### config.mk
export PLATFORM = sky130hd
export DESIGN_NAME = lsu
export DESIGN_NICKNAME = d
export VERILOG_FILES = /design/src/rtl/lsu.sv
export SDC_FILE = /design/constraint.sdc
export NUM_CORES = 1
export LEC_CHECK = 0
export CORE_UTILIZATION = 40
export DETAILED_ROUTE_END_ITERATION = 6
export PLACE_DENSITY = 0.77
export SYNTH_ARGS = -nofsm -noshare
export SYNTH_HDL_FRONTEND = slang
export SYNTH_SLANG_ARGS = --single-unit
### constraint.sdc
create_clock -name clk -period 1.91 [get_ports clk]
set_input_delay 0.2865 -clock clk [delete_from_list [all_inputs] [get_ports clk]]
set_output_delay 0.2865 -clock clk [all_outputs]
set_load 0.01 [all_outputs]
### src/rtl/lsu.sv
// lsu: single-outstanding load/store unit with a byte-enabled data bus.
// Optional LSU_MISALIGN_TRAP_EN: misaligned half/word accesses end with err.
module lsu #(
  parameter int TIMEOUT = 255
) (
  input  logic        clk,
  input  logic        rst,
  input  logic        req_valid,
  output logic        req_ready,
  input  logic [5:0]  alucode,
  input  logic [31:0] addr,
  input  logic [31:0] wdata,
  output logic        done_valid,
  output logic [31:0] load_data,
  output logic        err,
  output logic        mem_req,
  output logic        mem_we,
  output logic [31:0] mem_addr,
  output logic [3:0]  mem_be,
  output logic [31:0] mem_wdata,
  input  logic        mem_gnt,
  input  logic        mem_rvalid,
  input  logic [31:0] mem_rdata
);

  localparam logic [5:0] ALU_LB  = 6'd11;
  localparam logic [5:0] ALU_LH  = 6'd12;
  localparam logic [5:0] ALU_LW  = 6'd13;
  localparam logic [5:0] ALU_LBU = 6'd14;
  localparam logic [5:0] ALU_LHU = 6'd15;
  localparam logic [5:0] ALU_SB  = 6'd16;
  localparam logic [5:0] ALU_SH  = 6'd17;
  localparam logic [5:0] ALU_SW  = 6'd18;

  localparam int CW = $clog2(TIMEOUT + 1);
  localparam logic [CW-1:0] LAST = CW'(TIMEOUT - 1);

  typedef enum logic [1:0] {
    IDLE, REQ, WAIT, DONE
  } state_t;

  state_t state, state_n;

  logic [CW-1:0] cnt;
  logic [5:0]    op;
  logic [1:0]    off;

  logic        is_b, is_h, is_w, is_st;
  logic        misal, go_bus;
  logic [1:0]  eoff;
  logic [3:0]  be_n;
  logic [31:0] wd_n;
  logic [31:0] lane, ext;
  logic        busy, resp, tmo;

  always_comb begin
    is_b  = 1'b0;
    is_h  = 1'b0;
    is_w  = 1'b0;
    is_st = 1'b0;
    case (alucode)
      ALU_LB, ALU_LBU: is_b = 1'b1;
      ALU_LH, ALU_LHU: is_h = 1'b1;
      ALU_LW:          is_w = 1'b1;
      ALU_SB: begin
        is_b  = 1'b1;
        is_st = 1'b1;
      end
      ALU_SH: begin
        is_h  = 1'b1;
        is_st = 1'b1;
      end
      ALU_SW: begin
        is_w  = 1'b1;
        is_st = 1'b1;
      end
      default: ;
    endcase
  end

  // Lane placement; half/word offsets are aligned down.
  always_comb begin
    eoff = 2'b00;
    be_n = 4'b0000;
    wd_n = 32'h0;
    unique case (1'b1)
      is_b: begin
        eoff = addr[1:0];
        be_n = 4'b0001 << addr[1:0];
        wd_n = {4{wdata[7:0]}};
      end
      is_h: begin
        eoff = {addr[1], 1'b0};
        be_n = addr[1] ? 4'b1100 : 4'b0011;
        wd_n = {2{wdata[15:0]}};
      end
      is_w: begin
        be_n = 4'b1111;
        wd_n = wdata;
      end
      default: ;
    endcase
  end

`ifdef LSU_MISALIGN_TRAP_EN
  assign misal = (is_h & addr[0])
               | (is_w & (addr[1:0] != 2'b00));
`else
  assign misal = 1'b0;
`endif

  assign go_bus = (is_b | is_h | is_w) & ~misal;

  assign lane = mem_rdata >> {off, 3'b000};

  always_comb begin
    ext = mem_rdata;
    case (op)
      ALU_LB:  ext = {{24{lane[7]}}, lane[7:0]};
      ALU_LBU: ext = {24'h0, lane[7:0]};
      ALU_LH:  ext = {{16{lane[15]}}, lane[15:0]};
      ALU_LHU: ext = {16'h0, lane[15:0]};
      default: ext = mem_rdata;
    endcase
  end

  assign busy = (state == REQ) | (state == WAIT);
  assign resp = ((state == REQ) & mem_gnt & mem_rvalid)
              | ((state == WAIT) & mem_rvalid);
  // A response on the last allowed cycle still wins over the abort.
  assign tmo  = busy & ~resp & (cnt == LAST);

  always_ff @(posedge clk) begin
    if (rst) state <= IDLE;
    else     state <= state_n;
  end

  always_comb begin
    state_n = state;
    unique case (state)
      IDLE: if (req_valid) state_n = go_bus ? REQ : DONE;
      REQ: begin
        if (resp | tmo)   state_n = DONE;
        else if (mem_gnt) state_n = WAIT;
      end
      WAIT: if (resp | tmo) state_n = DONE;
      DONE: state_n = IDLE;
      default: state_n = IDLE;
    endcase
  end

  always_comb begin
    req_ready  = (state == IDLE);
    mem_req    = (state == REQ);
    done_valid = (state == DONE);
  end

  always_ff @(posedge clk) begin
    if (rst) begin
      op        <= 6'h0;
      off       <= 2'b00;
      cnt       <= '0;
      mem_we    <= 1'b0;
      mem_addr  <= 32'h0;
      mem_be    <= 4'b0000;
      mem_wdata <= 32'h0;
      load_data <= 32'h0;
      err       <= 1'b0;
    end else begin
      if (state == IDLE && req_valid) begin
        op        <= alucode;
        off       <= eoff;
        cnt       <= '0;
        mem_we    <= is_st;
        mem_addr  <= {addr[31:2], 2'b00};
        mem_be    <= be_n;
        mem_wdata <= wd_n;
        if (!go_bus) begin
          load_data <= 32'h0;
          err       <= misal;
        end
      end
      if (busy) cnt <= cnt + CW'(1);
      if (resp) begin
        load_data <= mem_we ? 32'h0 : ext;
        err       <= 1'b0;
      end else if (tmo) begin
        load_data <= 32'h0;
        err       <= 1'b1;
      end
    end
  end

endmodule

==> flow_summary_export.csv, run 1 <==
group,metric,value,unit
status,status,"complete, no violations",
grt,grt_pass1_vias,5744,
worst_hold_path,hp-class,"in -> reg",
grt,antenna_found_initial,0,
synth,synth_compound_area_share,31.4,%
worst_setup_path,worstSetupPathType,"reg -> out",
place,hpwl,13200,um
worst_setup_path,reg2reg_depth,6,
detailed_routing,num_vias,5920,
synth,syn-cell-area,5600,um^2
final_layout,final_cells,1059,
grt,grt_start_max_net_pins,49,
timing,post-route-period-util,95.8,%
synth,ys.flop_type,"dfxtp_1",
timing,hold_slack,0.279,ns
worst_setup_path,cp_slowest_cell,"clkdlybuf4s50_1",
synth,synth_edf_count,0,
timing,final_max_slew_viol_count,0,
place,place_ws,-0.333,ns
power_and_ir_drop,power_density,1040,nW/um^2
worst_setup_path,path_cells,"buf_4, ha_1, clkdlybuf4s50_1",
floorplanning,die_h,120,um
clock_network,cts_buffers,17,
final_layout,layout-drive-gt1-share,13.6,%
synth,ys_seq_elements,118,
final_layout,final_common_cell,"clkdlybuf4s50_1",
worst_setup_path,cp_max_fo,3,
floorplanning,die_area,14500,um^2
floorplanning,io_pins,212,
timing,worst_pin_slew,0.510,ns
clock_network,htreeDepth,4,
final_layout,nFillCells,1107,
timing,clock.fmax,546,MHz
synth,syn_area_per_cell,8.68,um^2
detailed_routing,ant_nets,0,
worst_setup_path,endpoint,"done_valid",
worst_hold_path,min-delay-start,"rst",
power_and_ir_drop,clkPwrFrac,35.5,%
synth,ys_seq_area_share,42.2,%
worst_setup_path,required,1.62,ns
power_and_ir_drop,swShare,29.9,%
synth,synth_xor_area_share,0.469,%
worst_setup_path,r2r-start,"state[1]$_SDFFE_PP0P_",
timing,rsz0062_at_grt,"false",
power_and_ir_drop,ir_worst_vdd,0.660,mV
timing,skew,0.00702,ns
synth,synthMuxAreaShare,4.20,%
power_and_ir_drop,leakage,3.23,nW
timing,hold_viol,0,
clock_network,clockRootBuffer,"clkbuf_16",
place,dp_cells,1028,
power_and_ir_drop,p_int,0.00641,W
synth,synthAdderAreaFrac,1.34,%
detailed_routing,drt_iter0_drc,419,
power_and_ir_drop,pwr-share-comb,31.0,%
grt,grt.overflow.total,0,
detailed_routing,routed_via_density,5.59,
clock_network,clk_pin_slew_worst_paths,0.05,ns
synth,synthSimpleGateAreaFrac,15.1,%
timing,period_minus_slack,1.83,ns
detailed_routing,first_pass_iters,5,
detailed_routing,drc,0,
worst_setup_path,cp-end-kind,"output port",
detailed_routing,wirelength,18400,um
timing,slew_headroom,65.9,%
worst_setup_path,startpoint,"state[1]$_SDFFE_PP0P_",
clock_network,cts_tree,"yes",
power_and_ir_drop,p_total,0.00915,W
synth,synth_cell_type_count,58,
power_and_ir_drop,p_seq_share,33.5,%
final_layout,insertedDiodeCount,0,
synth,async_flop_share,0,%
place,gp_congestion,0.897,
job,cap_violations,0,
clock_network,cts_sinks,118,
place,placed_area,8150,um^2
final_layout,mostFrequentLayoutCells,"clkdlybuf4s50_1, dfxtp_1, nand2_1, a21oi_1, buf_4",
synth,synth_top_family_by_area,"compound AO/OA/AOI/OAI gates",
floorplanning,die_width,120,um
timing,setup_viol,0,
worst_setup_path,crit_path_max_incr_delay,0.53,ns
timing,fin_ws,0.0794,ns
final_layout,nets,984,
place,portBuffers,209,
clock_network,cts_max_path_buffers,2,
clock_network,clock_latency,0.41,ns
synth,yosysWarnings,0,
worst_setup_path,critPathLaunchType,"flop",
final_layout,final_area,8770,um^2
final_layout,area_growth,56.6,%
clock_network,cts_hold_buffers,0,
floorplanning,fp-row-count,42,
worst_setup_path,reg2reg_slack,0.14,ns
grt,grt_first_pass_wirelength,28900,um
worst_setup_path,r2r_end,"state[0]$_SDFFE_PP0P_",
floorplanning,core_area,13500,um^2
worst_setup_path,crit_arrival,1.54,ns
grt,grt_usage,25.4,%
power_and_ir_drop,power.switching,0.00274,W
floorplanning,start_util,41.6,%
synth,synth_cells,645,
detailed_routing,wl_per_cell,17.4,um
==> Yosys cell counts, drive strengths merged, types with 10 or more instances <==
cell | number | area, um^2
dfxtp | 118 | 2360
nor2 | 16 | 60.1
nand2 | 99 | 372
a21oi | 83 | 415
inv | 13 | 48.8
o22ai | 10 | 90.1
a22oi | 25 | 188
buf | 20 | 120
o21ai | 35 | 179
nand3 | 17 | 90.1
a22o | 24 | 210
mux2 | 18 | 203
o21a | 17 | 128
clkbuf | 33 | 124
==> how the worst min path moves through the flow <==
stage / cells past startpoint / slack, ns / endpoint
after CTS: 2 / 0.27 / cnt[0]$_SDFFE_PP0P_
after floorplan: 1 / 0.40 / err$_SDFFE_PP0P_
after global placement: 2 / 0.44 / mem_wdata[3]$_SDFFE_PP0P_
after detailed placement: 2 / 0.45 / mem_addr[21]$_SDFFE_PP0P_
final: 2 / 0.28 / cnt[0]$_SDFFE_PP0P_
after global routing: 2 / 0.29 / cnt[0]$_SDFFE_PP0P_
==> metrics by stage <==
stage	utilization [%]	setup TNS, ns
2_1_floorplan	-	0
3_3_place_gp	60.6	-12.89
3_5_place_dp	60.6	-17.45
4_1_cts	65.2	0
5_1_grt	65.2	0
6_report	65.2	0
==> per-layer routing <==
metal | global-route usage [%] | wire length (um) | up-vias
met5 | 0 | 0 | -
met4 | 10.1 | 405 | 0
met3 | 8.49 | 1720 | 33
met2 | 41.6 | 8700 | 286
met1 | 30.5 | 7550 | 2781
li1 | - | - | 2820
==> timing repair <==
| action | CTS | global route |
|---|---|---|
| setup buffers | 0 | 0 |
| gates cloned | 0 | 0 |
| gates resized for setup | 6 | 2 |
| setup endpoints to repair | 3 | 3 |
==> power groups by stage <==
stage | registers [W] | clock network, W | logic, W
2_1_floorplan | 0.00323 | 0 | 0.00119
3_3_place_gp | 0.00309 | 0 | 0.00273
3_5_place_dp | 0.00310 | 0 | 0.00279
4_1_cts | 0.00307 | 0.00329 | 0.00284
5_1_grt | 0.00311 | 0.00340 | 0.00306
6_report | 0.00307 | 0.00325 | 0.00284
==> registers in the layout (all words and copies together) (netlist names) <==
name and cells:
cnt 8, err 1, load_data 32, mem_addr 30, mem_be 4, mem_wdata 32
mem_we 1, off 2, op 6, state 2
==> cell families after synthesis <==
kind of cell,after synthesis
xor gates and xnor gates,3
muxes,20
buffers and inverters,66
DFF,118
other,1
and+or+nand+nor,178
AOI/OAI and AO/OA,253
adders and majority gates,6
==> area by class of cell <==
type | count | area, um^2 | area share [%]
clock inverters | 9 | 125 | 1.43
flip-flops and latches | 118 | 2360 | 26.9
inverters | 13 | 48.8 | 0.556
clock buffers | 22 | 474 | 5.41
well taps | 176 | 220 | 2.51
multi-input cells | 462 | 2980 | 33.9
repair buffers | 259 | 2560 | 29.2
==> critical path: cells and delay by family, from the launching register on <==
kind,cells,cell delay (ns)
buffers and inverters,2,0.66
flip-flops,1,0.34
adder cells (fa/ha/maj),1,0.14
Note: power is estimated with default switching activity, not from simulation.
==> inputs of run 2 (changes only) <==
SLEW_MARGIN = 10   (was default)
==> results of run 2 <==
The final DEF is identical to that of run 1; final timing and power are the same.
